$ cat src/rtl/tdm_ingress_mux.sv
// Six-port byte-stream ingress buffer, time-division multiplexed onto one slotted byte bus.
// Latency: registered output one edge after the slot decision; no bypass, so a pushed byte waits for its port's next slot edge.
// Backpressure: in_ready[p] is the registered not-full of port p's FIFO; TDM_SOP_CHECK_EN adds per-port start-of-packet policing and err_count.

// Generic single-clock FIFO with registered occupancy and a combinational head.
// Latency: a pushed entry is visible at the head one edge later.
// Backpressure: a push is refused whenever full at the edge, even if popped in the same cycle.
module sync_fifo #(
  parameter int WIDTH = 9,
  parameter int DEPTH = 16
) (
  input  logic             clk,
  input  logic             rst,
  input  logic             push,
  input  logic [WIDTH-1:0] push_dat,
  input  logic             pop,
  output logic [WIDTH-1:0] head_dat,
  output logic             full,
  output logic             empty
);
  localparam int AW = $clog2(DEPTH);

  logic [WIDTH-1:0] mem [DEPTH];
  logic [AW-1:0]    wr_ptr;
  logic [AW-1:0]    rd_ptr;
  logic [AW:0]      count;
  logic             do_push;
  logic             do_pop;

  assign full     = (count == (AW+1)'(DEPTH));
  assign empty    = (count == '0);
  assign do_push  = push && !full;
  assign do_pop   = pop && !empty;
  assign head_dat = mem[rd_ptr];

  // Pointer and occupancy bookkeeping; pointers wrap naturally since DEPTH is a power of two.
  always_ff @(posedge clk or posedge rst) begin
    if (rst) begin
      wr_ptr <= '0;
      rd_ptr <= '0;
      count  <= '0;
    end else begin
      if (do_push) wr_ptr <= wr_ptr + 1'b1;
      if (do_pop)  rd_ptr <= rd_ptr + 1'b1;
      case ({do_push, do_pop})
        2'b10:   count <= count + 1'b1;
        2'b01:   count <= count - 1'b1;
        default: count <= count;
      endcase
    end
  end

  // Storage array; contents need no reset because occupancy gates every read.
  always_ff @(posedge clk) begin
    if (do_push) mem[wr_ptr] <= push_dat;
  end
endmodule

// TDM ingress mux: slot k of each 2^SLOT_WIDTH-cycle frame carries port k.
// Latency: output registered; slot ns = cnt+1 is decided and popped at the same edge it appears.
// Backpressure: per-port in_ready from FIFO not-full; discarded bytes (TDM_SOP_CHECK_EN) still handshake.
module tdm_ingress_mux #(
  parameter int DATA_WIDTH = 8,
  parameter int NUM_PORTS  = 6,
  parameter int SLOT_WIDTH = 8,
  parameter int FIFO_DEPTH = 16
) (
  input  logic                            clk,
  input  logic                            rst,
  input  logic [NUM_PORTS-1:0]            in_valid,
  input  logic [NUM_PORTS-1:0]            in_new_packet,
  input  logic [NUM_PORTS*DATA_WIDTH-1:0] in_data,
  output logic [NUM_PORTS-1:0]            in_ready,
  output logic                            out_wire,
  output logic                            out_new_packet,
  output logic [DATA_WIDTH-1:0]           out_data,
  output logic [SLOT_WIDTH-1:0]           out_slot,
  output logic [15:0]                     err_count
);
  typedef struct packed {
    logic                  sop;
    logic [DATA_WIDTH-1:0] dat;
  } entry_t;

  logic [SLOT_WIDTH-1:0] cnt;
  logic [SLOT_WIDTH-1:0] ns;
  logic [NUM_PORTS-1:0]  full;
  logic [NUM_PORTS-1:0]  empty;
  logic [NUM_PORTS-1:0]  acc;
  logic [NUM_PORTS-1:0]  wr_en;
  logic [NUM_PORTS-1:0]  pop;
  entry_t                head [NUM_PORTS];
  entry_t                sel_dat;

  assign ns       = cnt + 1'b1;
  assign in_ready = ~full;
  assign acc      = in_valid & in_ready;
  // out_slot and the counter are the same register: the value on the bus is the slot it was chosen for.
  assign out_slot = cnt;

  for (genvar p = 0; p < NUM_PORTS; p++) begin : g_port
    sync_fifo #(
      .WIDTH ($bits(entry_t)),
      .DEPTH (FIFO_DEPTH)
    ) u_fifo (
      .clk      (clk),
      .rst      (rst),
      .push     (wr_en[p]),
      .push_dat ({in_new_packet[p], in_data[p*DATA_WIDTH +: DATA_WIDTH]}),
      .pop      (pop[p]),
      .head_dat (head[p]),
      .full     (full[p]),
      .empty    (empty[p])
    );
    // Only port ns can be popped, and only from occupancy seen at this edge (no bypass).
    assign pop[p] = (ns == SLOT_WIDTH'(p)) && !empty[p];
  end

  // Select the head of the (at most one) popped port; zero when the slot is idle.
  always_comb begin
    sel_dat = '0;
    for (int i = 0; i < NUM_PORTS; i++) begin
      if (pop[i]) sel_dat = sel_dat | head[i];
    end
  end

  // Slot counter and registered bus outputs.
  always_ff @(posedge clk or posedge rst) begin
    if (rst) begin
      cnt            <= '0;
      out_wire       <= 1'b0;
      out_new_packet <= 1'b0;
      out_data       <= '0;
    end else begin
      cnt            <= ns;
      out_wire       <= |pop;
      out_new_packet <= sel_dat.sop;
      out_data       <= sel_dat.dat;
    end
  end

`ifdef TDM_SOP_CHECK_EN
  typedef enum logic {S_IDLE, S_IN_PKT} sop_state_t;

  sop_state_t           st_q [NUM_PORTS];
  sop_state_t           st_d [NUM_PORTS];
  logic [NUM_PORTS-1:0] drop;
  logic [15:0]          err_q;
  logic [16:0]          err_sum;

  // Per-port packet-state register.
  always_ff @(posedge clk or posedge rst) begin
    if (rst) begin
      for (int i = 0; i < NUM_PORTS; i++) st_q[i] <= S_IDLE;
    end else begin
      st_q <= st_d;
    end
  end

  // Until a port has seen a start-of-packet, its non-SOP bytes are accepted but dropped.
  always_comb begin
    drop  = '0;
    wr_en = acc;
    for (int i = 0; i < NUM_PORTS; i++) begin
      st_d[i] = st_q[i];
      case (st_q[i])
        S_IDLE: begin
          if (acc[i]) begin
            if (in_new_packet[i]) begin
              st_d[i] = S_IN_PKT;
            end else begin
              drop[i]  = 1'b1;
              wr_en[i] = 1'b0;
            end
          end
        end
        default: st_d[i] = S_IN_PKT;
      endcase
    end
  end

  // Add all of this cycle's drops at once, with one extra bit to detect saturation.
  always_comb begin
    err_sum = {1'b0, err_q};
    for (int i = 0; i < NUM_PORTS; i++) err_sum = err_sum + 17'(drop[i]);
  end

  // Saturating discard counter.
  always_ff @(posedge clk or posedge rst) begin
    if (rst) err_q <= '0;
    else     err_q <= err_sum[16] ? 16'hFFFF : err_sum[15:0];
  end

  assign err_count = err_q;
`else
  assign wr_en     = acc;
  assign err_count = '0;
`endif
endmodule

$ cat config.mk
export PLATFORM = sky130hd
export DESIGN_NAME = tdm_ingress_mux
export DESIGN_NICKNAME = d
export VERILOG_FILES = /design/src/rtl/tdm_ingress_mux.sv
export SDC_FILE = /design/constraint.sdc
export NUM_CORES = 1
export LEC_CHECK = 0
export ABC_AREA = 1
export ABC_CLOCK_PERIOD_IN_PS = 3600
export CAP_MARGIN = 20
export CELL_PAD_IN_SITES_DETAIL_PLACEMENT = 0
export CELL_PAD_IN_SITES_GLOBAL_PLACEMENT = 2
export CORE_UTILIZATION = 42
export CTS_CLUSTER_DIAMETER = 100
export DETAILED_ROUTE_END_ITERATION = 6
export PLACE_DENSITY = 0.84
export SYNTH_ARGS = -nofsm -noshare
export SYNTH_HDL_FRONTEND = slang
export SYNTH_SLANG_ARGS = --single-unit
$ cat constraint.sdc
create_clock -name clk -period 3.6 [get_ports clk]
set_input_delay 0.36 -clock clk [delete_from_list [all_inputs] [get_ports clk]]
set_output_delay 0.36 -clock clk [all_outputs]
set_load 0.02 [all_outputs]
# --- Word level (Yosys, flattened, before mapping) ---
# Memory sizes are Yosys's and may differ from the RTL's.
# Cells that the tools add are included.
word_totals:
  regBits: 96
  mem_bits_rw: 864
  memories: 6
memory_table:
  columns: ["name", "words", "word_bits", "read_ports", "rd_clocked_by_memory_dff", "wr", "line_no", "rtl"]
  rows:
  - ["g_port[0].u_fifo.mem", 16, 9, 1, 0, 1, "23", "logic [WIDTH-1:0] mem [DEPTH];"]
  - ["g_port[1].u_fifo.mem", 16, 9, 1, 0, 1, "23", null]
  - ["g_port[2].u_fifo.mem", 16, 9, 1, 0, 1, "23", null]
  - ["g_port[3].u_fifo.mem", 16, 9, 1, 0, 1, "23", null]
  - ["g_port[4].u_fifo.mem", 16, 9, 1, 0, 1, "23", null]
  - ["g_port[5].u_fifo.mem", 16, 9, 1, 0, 1, "23", null]
op_classes:
  addsub: 25
  n_eq_ne: 23
  n_mux: 24
  n_bitwise: 7
  n_reduce_logical: 44
ops:
  columns: ["operator", "count"]
  rows:
  - ["$pmux W5 S2", 6]
  - ["$mux W9", 6]
  - ["$add A4 B1 Y4 const B", 12]
  - ["$or A9 B9 Y9", 5]
  - ["$add A5 B1 Y5 const B", 6]
  - ["$eq A5 B5 Y1 const B", 6]
  - ["$logic_not A5 Y1", 6]
  - ["$sub A5 B1 Y5 const B", 6]
  - ["$logic_and A1 B1 Y1", 18]
  - ["$eq A8 B2 Y1 const B", 2]
  - ["$eq A8 B3 Y1 const B", 2]
  - ["$eq A2 B1 Y1 const B", 6]
  - ["$eq A2 B2 Y1 const B", 6]
  - ["$logic_not A1 Y1", 12]
  - ["$mux W1", 12]
  - ["$reduce_bool A2 Y1", 6]
  - ["$add A8 B1 Y8 const B", 1]
  - ["$eq A8 B1 Y1 const B", 1]
  - ["$logic_not A8 Y1", 1]
  - ["$and A6 B6 Y6", 1]
  - ["$not A6 Y6", 1]
  - ["$reduce_or A6 Y1", 1]

# --- Longest topological paths before layout ---
depth:
  depth_word: 14
  ltp_mapped: 19
  ltp_nobuf: 19

# --- Cells and area by module ---
# From an unflattened synthesis, not the netlist that was laid out.
hier_totals:
  hier_cells: 4350
  area_unflattened_um2: 43211.4
modules_own_cells:
  columns: ["module", "n_inst", "cells_per_inst", "area_per_inst_um2"]
  rows:
  - ["sync_fifo", 6, 685, 6929.1]
  - ["tdm_ingress_mux", 1, 240, 1636.6]

# --- Worst setup path after synthesis ---
# Ideal clock, no wire load.
synth_timing:
  path_kind: "reg2reg"
  startpoint: "reg cnt[1], in the netlist out_slot[1]"
  endpoint: "reg g_port[2].u_fifo.count[4]"
  t_arrival_ps: 2770
  path_slack_ps: 705
  stages_incl_launch_ff: 18
  path_buffers: 0
  path_cell_list: "dfrtp_1 > ha_1 > nand2_1 > nor2_1 > nand2_1 > nand2_2 > nand2_4 > nor2_8 > nand3_4 > clkinv_2 > ha_1 > inv_1 > fa_1 > nor2_1 > o21ai_0 > nand2_1 > nor2_1 > xor2_1"
synth_between:
  elab_chain_cells: 6
  elab_cells_between_ends: 8
synth_rtl:
  columns: ["element", "line_no", "rtl"]
  rows:
  - ["start: declaration", "85", "logic [SLOT_WIDTH-1:0] cnt;"]
  - ["start signal: assignment", "135", "cnt <= ns;"]
  - ["$add A8 B1 Y8 (*)", "95", "assign ns = cnt + 1'b1;"]
  - ["net ns[6]", "86", "logic [SLOT_WIDTH-1:0] ns;"]
  - ["$eq A8 B2 Y1 (*)", "116", "assign pop[p] = (ns == SLOT_WIDTH'(p)) && !empty[p];"]
  - ["$logic_and A1 B1 Y1 (*)", "116", null]
  - ["$logic_and A1 B1 Y1 (*)", "33", "assign do_pop = pop && !empty;"]
  - ["net g_port[2].u_fifo.do_pop", "28", "logic do_pop;"]
  - ["$eq A2 B1 Y1 or $eq A2 B2 Y1 (tied branches)", "45", "case ({do_push, do_pop})"]
  - ["$pmux W5 S2 or $reduce_bool A2 Y1 (tied branches)", null, null]
  - ["end signal: assignment", "46", "2'b10: count <= count + 1'b1;"]
  - ["end signal: assignment", "47", "2'b01: count <= count - 1'b1;"]
  - ["end signal: assignment", "48", "default: count <= count;"]
  - ["end: declaration", "26", "logic [AW:0] count;"]
# Mark *: on every way through the listed nets, which the timed path passes. The rest lies on a longest branch.
# A chain may end at the register's enable or synchronous reset.

# --- Final worst setup path ---
layout_timing:
  startpoint: "reg cnt[1], in the netlist out_slot[1]"
  endpoint: "reg g_port[0].u_fifo.count[4]"
layout_between:
  elab_chain_cells: 6
  elab_cells_between_ends: 8
layout_rtl:
  columns: ["element", "line_no"]
  rows:
  - ["$add A8 B1 Y8 (*)", "95"]
  - ["net ns[6]", "86"]
  - ["$logic_not A8 Y1 (*)", "116"]
  - ["$logic_and A1 B1 Y1 (*)", "116"]
  - ["$logic_and A1 B1 Y1 (*)", "33"]
  - ["net g_port[0].u_fifo.do_pop", "28"]
  - ["$eq A2 B1 Y1 or $eq A2 B2 Y1 (tied branches)", "45"]
  - ["$pmux W5 S2 or $reduce_bool A2 Y1 (tied branches)", null]
  - ["end signal: assignment", "46"]
  - ["end signal: assignment", "47"]
  - ["end signal: assignment", "48"]
  - ["end: declaration", "26"]
# Marked as above.

==> impl_summary.log <==
[metrics] result of the run: finished, final reports clean
[metrics] total iterations of the first detailed-routing run: 5
[metrics] # Max-Cap Violations: 0
[metrics] Switching Fraction: 0.253
[metrics] Internal Dissipation: 20.2 mW
[metrics] Final Hold Viols: 0
[metrics] final core utilization: 0.488
[metrics] aggregate global-route resource usage: 0.205
[metrics] vias in the first global route: 25600
[metrics] total global routing overflow: 0
[metrics] standard cell core area: 97300 sq um
[metrics] final cycle utilization of the critical path: 0.887
[metrics] Final Max Tran Viols: 0
[metrics] total power consumption of the routed design: 27.1 mW
[metrics] post-detailed-route via-to-cell ratio: 4.89
[metrics] worst min-delay path startpoint: in_valid[0]
[metrics] final estimated routing congestion in global placement: 0.813
[metrics] setup skew after layout: 0.0148 ns
[metrics] total via count after detailed routing: 26600
[metrics] x dimension of the die: 316 microns
[metrics] total inserted antenna cells: 0
[metrics] top fanout value on the critical path: 13
[metrics] placement-stage cell area: 44300 sq um
[metrics] register-to-register path setup slack: 0.41 ns
[metrics] TNS Setup: 0 ns
[metrics] most common flop cell mapped by yosys: sky130_fd_sc_hd__edfxtp_1
[metrics] worst slack, placed: 0.424 ns
[metrics] Critical R2R Launch: out_slot[1]
[metrics] worst hold margin: 0.460 ns
[metrics] post-cts resize count: 0
[metrics] end of the worst register-to-register path: g_port[0].u_fifo.count[4]
[metrics] FF+latch count, synth: 960
[metrics] TritonCTS clock tree: done
[metrics] endpoint required time on the critical path: 4.19 ns
[metrics] RSZ-0062 raised after global routing: no
[metrics] final net count: 4193
[metrics] reg2reg path depth: 16
[metrics] post-synthesis async set-or-reset flop share: 0.100
[metrics] Post-Layout Cell Count: 5430
[metrics] EDFF count, synth: 864
[metrics] Port Buf Inserts: 85
[metrics] quantity of hold-fixing buffers added after cts: 1
[metrics] most common cell in the netlist: sky130_fd_sc_hd__nand2_1
[metrics] clock period minus final worst setup slack: 3.19 ns
[metrics] Avg WL per Cell: 18.7 microns
[metrics] FP Rows: 114
[metrics] wire length of the first global-routing pass: 155000 microns
[metrics] Clock Tree Buf Depth: 3
[metrics] destination of the worst hold path: g_port[0].u_fifo.wr_ptr[0]
[metrics] remaining antenna violation count: 0
[metrics] Hold Path Cell Cnt: 3
[metrics] count of buffers added by post-CTS timing repair for setup: 0
[metrics] multiplexer area fraction after synthesis: 0
[metrics] leakage: 19.2 nW
[metrics] wire length reported by the detailed router: 101000 microns
[metrics] fraction of layout instances using a drive strength above 1: 0.0862
[metrics] post-synthesis cell area: 41500 sq um
[metrics] slew at the pin closest to its max-slew limit: 0.911 ns
[metrics] placed cell count: 5238
[metrics] leading cell types by total area after synthesis: sky130_fd_sc_hd__edfxtp_1 (62%), sky130_fd_sc_hd__nand2_1 (12%), sky130_fd_sc_hd__dfrtp_1 (5.8%), sky130_fd_sc_hd__nand3_1 (5.2%), sky130_fd_sc_hd__nor2_1 (3.2%)
[metrics] sequential fraction of the synthesis area: 0.683
[metrics] switching power: 6.84 mW
[metrics] cell-by-cell trace of the critical path: ha_1 > nand2_1 > nor2_1 > nand2_1 > nand2_2 > nand2_4 > nor2_8 > nand3_4 > inv_2 > ha_1 > ha_1 > a21o_1 > o21ai_0 > nand2_1 > nor2_1 > xor2_1
[metrics] Clock Sink Count: 960
[metrics] Compound-Gate Fraction of Synth Area: 0.0180
[metrics] Clk pin slew, worst setup/hold paths: 0.06 ns
[metrics] commonest cells in the netlist: sky130_fd_sc_hd__nand2_1 (1349), sky130_fd_sc_hd__edfxtp_1 (864), sky130_fd_sc_hd__nand3_1 (429), sky130_fd_sc_hd__nor2_1 (354), sky130_fd_sc_hd__inv_1 (275)
[metrics] Detailed Place HPWL: 64800 microns
[metrics] main combinational cell family by area after synthesis: simple AND/OR/NAND/NOR gates
[metrics] combinational share of power: 0.111
[metrics] xor and xnor fraction of the mapped netlist area: 0.0108
[metrics] pin count of the biggest net entering global routing: 85
[metrics] achievable frequency: 313 MHz
[metrics] clock insertion delay at the later pin of the skew report: 0.66 ns
[metrics] Crit Path Class: register to register
[metrics] adder and majority gate portion of the synthesized area: 0.0207
[metrics] initial antenna violation count: 0
[metrics] drc violations: 0
[metrics] sequential share of power: 0.513
[metrics] synth-to-layout area growth: 14.4%
[metrics] minimum setup slack in the final design: 0.406 ns
[metrics] number of DRC markers after the initial detailed-route iteration: 2060
[metrics] largest incremental delay on the critical path: 0.50 ns
[metrics] peak supply drop: 0.343 mV
[metrics] worst-case headroom to the max-slew limit: 0.391
[metrics] initial core utilization: 0.427
[metrics] cell chosen for the clock root: sky130_fd_sc_hd__clkbuf_16
[metrics] Yosys Warn Count: 0
[metrics] start point of the critical path: out_slot[1]
[metrics] number of unique standard cell types used by synthesis: 40
[metrics] P per Cell Area: 570 nW/um^2
[metrics] slowest stage cell on the critical path: sky130_fd_sc_hd__dfrtp_1
[metrics] critical path endpoint category: register
[metrics] relative contribution of the clock network to total power: 0.375
[metrics] CP startpoint kind: register
[metrics] fraction of post-synthesis cell area in the top cell type by area: 0.625
[metrics] average cell area after synthesis: 10.7 sq um
[metrics] synthesized netlist cell count: 3897
[metrics] summed area of non-filler cells in the final layout: 47500 sq um
[metrics] type of the worst min-delay path: input port to register
[metrics] die boundary height: 316 microns
[metrics] number of clock buffers inserted by TritonCTS: 101
[metrics] biggest area consumer among synthesized cells: sky130_fd_sc_hd__edfxtp_1
[metrics] Finish-stage setup viols: 0
[metrics] DIE AREA: 100000 sq um
[metrics] num ports: 102
[metrics] endpoint arrival time on the critical path: 3.78 ns
[metrics] Post-Synth Simple-Gate Area: 0.221
[metrics] H-tree depth: 3
-- power groups by stage --
stage / Combinational [mW] / Clock [mW] / Sequential, mW
after floorplan: 1.91 / 0 / 14.0
after global routing: 3.42 / 10.8 / 14.0
after CTS: 3.07 / 10.3 / 13.9
final: 3.01 / 10.2 / 13.9
after detailed placement: 3.06 / 0 / 14.1
after global placement: 3.01 / 0 / 14.1
-- layer usage --
layer | routed length [microns] | vias to the layer above | track usage | share of wire
met5 | 0 | - | 0 | 0
met4 | 1940 | 0 | 0.0530 | 0.019
met3 | 5220 | 128 | 0.0305 | 0.051
met2 | 46100 | 539 | 0.320 | 0.45
met1 | 48100 | 12700 | 0.299 | 0.47
li1 | - | 13200 | - | -
-- logic make-up after synthesis --
kind of cell | after synthesis
compound gates | 143
flops | 960
simple gates | 2212
other cells | 1
xor+xnor | 51
fa+ha+maj | 65
buf+inv | 465
-- worst max path at each step --
stage                           endpoint  slack (ns)  cells past startpoint
4_1_cts        g_port[0].u_fifo.count[4]        0.41                     16
3_5_place_dp   g_port[1].u_fifo.count[4]        0.42                     17
6_report       g_port[0].u_fifo.count[4]        0.41                     16
3_3_place_gp   g_port[0].u_fifo.count[4]        0.45                     16
2_1_floorplan  g_port[2].u_fifo.count[4]        0.70                     17
5_1_grt        g_port[1].u_fifo.count[4]        0.15                     17
-- critical path, delay by kind of cell, from the launching register on --
family	cells	cell delay [ns]
flip-flops	1	0.50
AO/OA/AOI/OAI	2	0.35
adder cells (fa/ha/maj)	3	0.93
buffers and inverters	1	0.17
XOR/XNOR	1	0.15
AND/OR/NAND/NOR	9	1.01
-- sequential cells by signal, indices dropped and copies added (netlist names) --
name,count
out_new_packet,1
g_port.u_fifo.mem,864
out_data,8
out_wire,1
g_port.u_fifo.count,30
g_port.u_fifo.wr_ptr,24
out_slot,8
g_port.u_fifo.rd_ptr,24
-- placed cells by master, fill, tap and decap left out, drive strengths merged --
master / count
xor2: 42
nor2: 369
or2: 20
a21o: 6
fa: 6
a21oi: 32
nand2: 1360
edfxtp: 864
nand3: 436
dfrtp: 96
ha: 59
inv: 292
o211ai: 3
clkbuf: 127
clkinvlp: 4
nand4: 18
buf: 130
conb: 16
and3: 1
nor3: 6
nand3b: 2
bufinv: 7
xnor2: 9
clkdlybuf4s50: 85
clkinv: 61
o21ai: 99
a31oi: 3
dlygate4sd3: 1
-- area by class of cell --
cell class,instances,area (sq um)
timing repair buffer,216,1910
inverter,300,1130
clock buffer,127,2730
fill,8833,49800
tap,1276,1600
clock inverter,64,504
sequential,960,28400
multi-input combinational,2487,11300
Note: power is estimated with default switching activity, not from simulation.
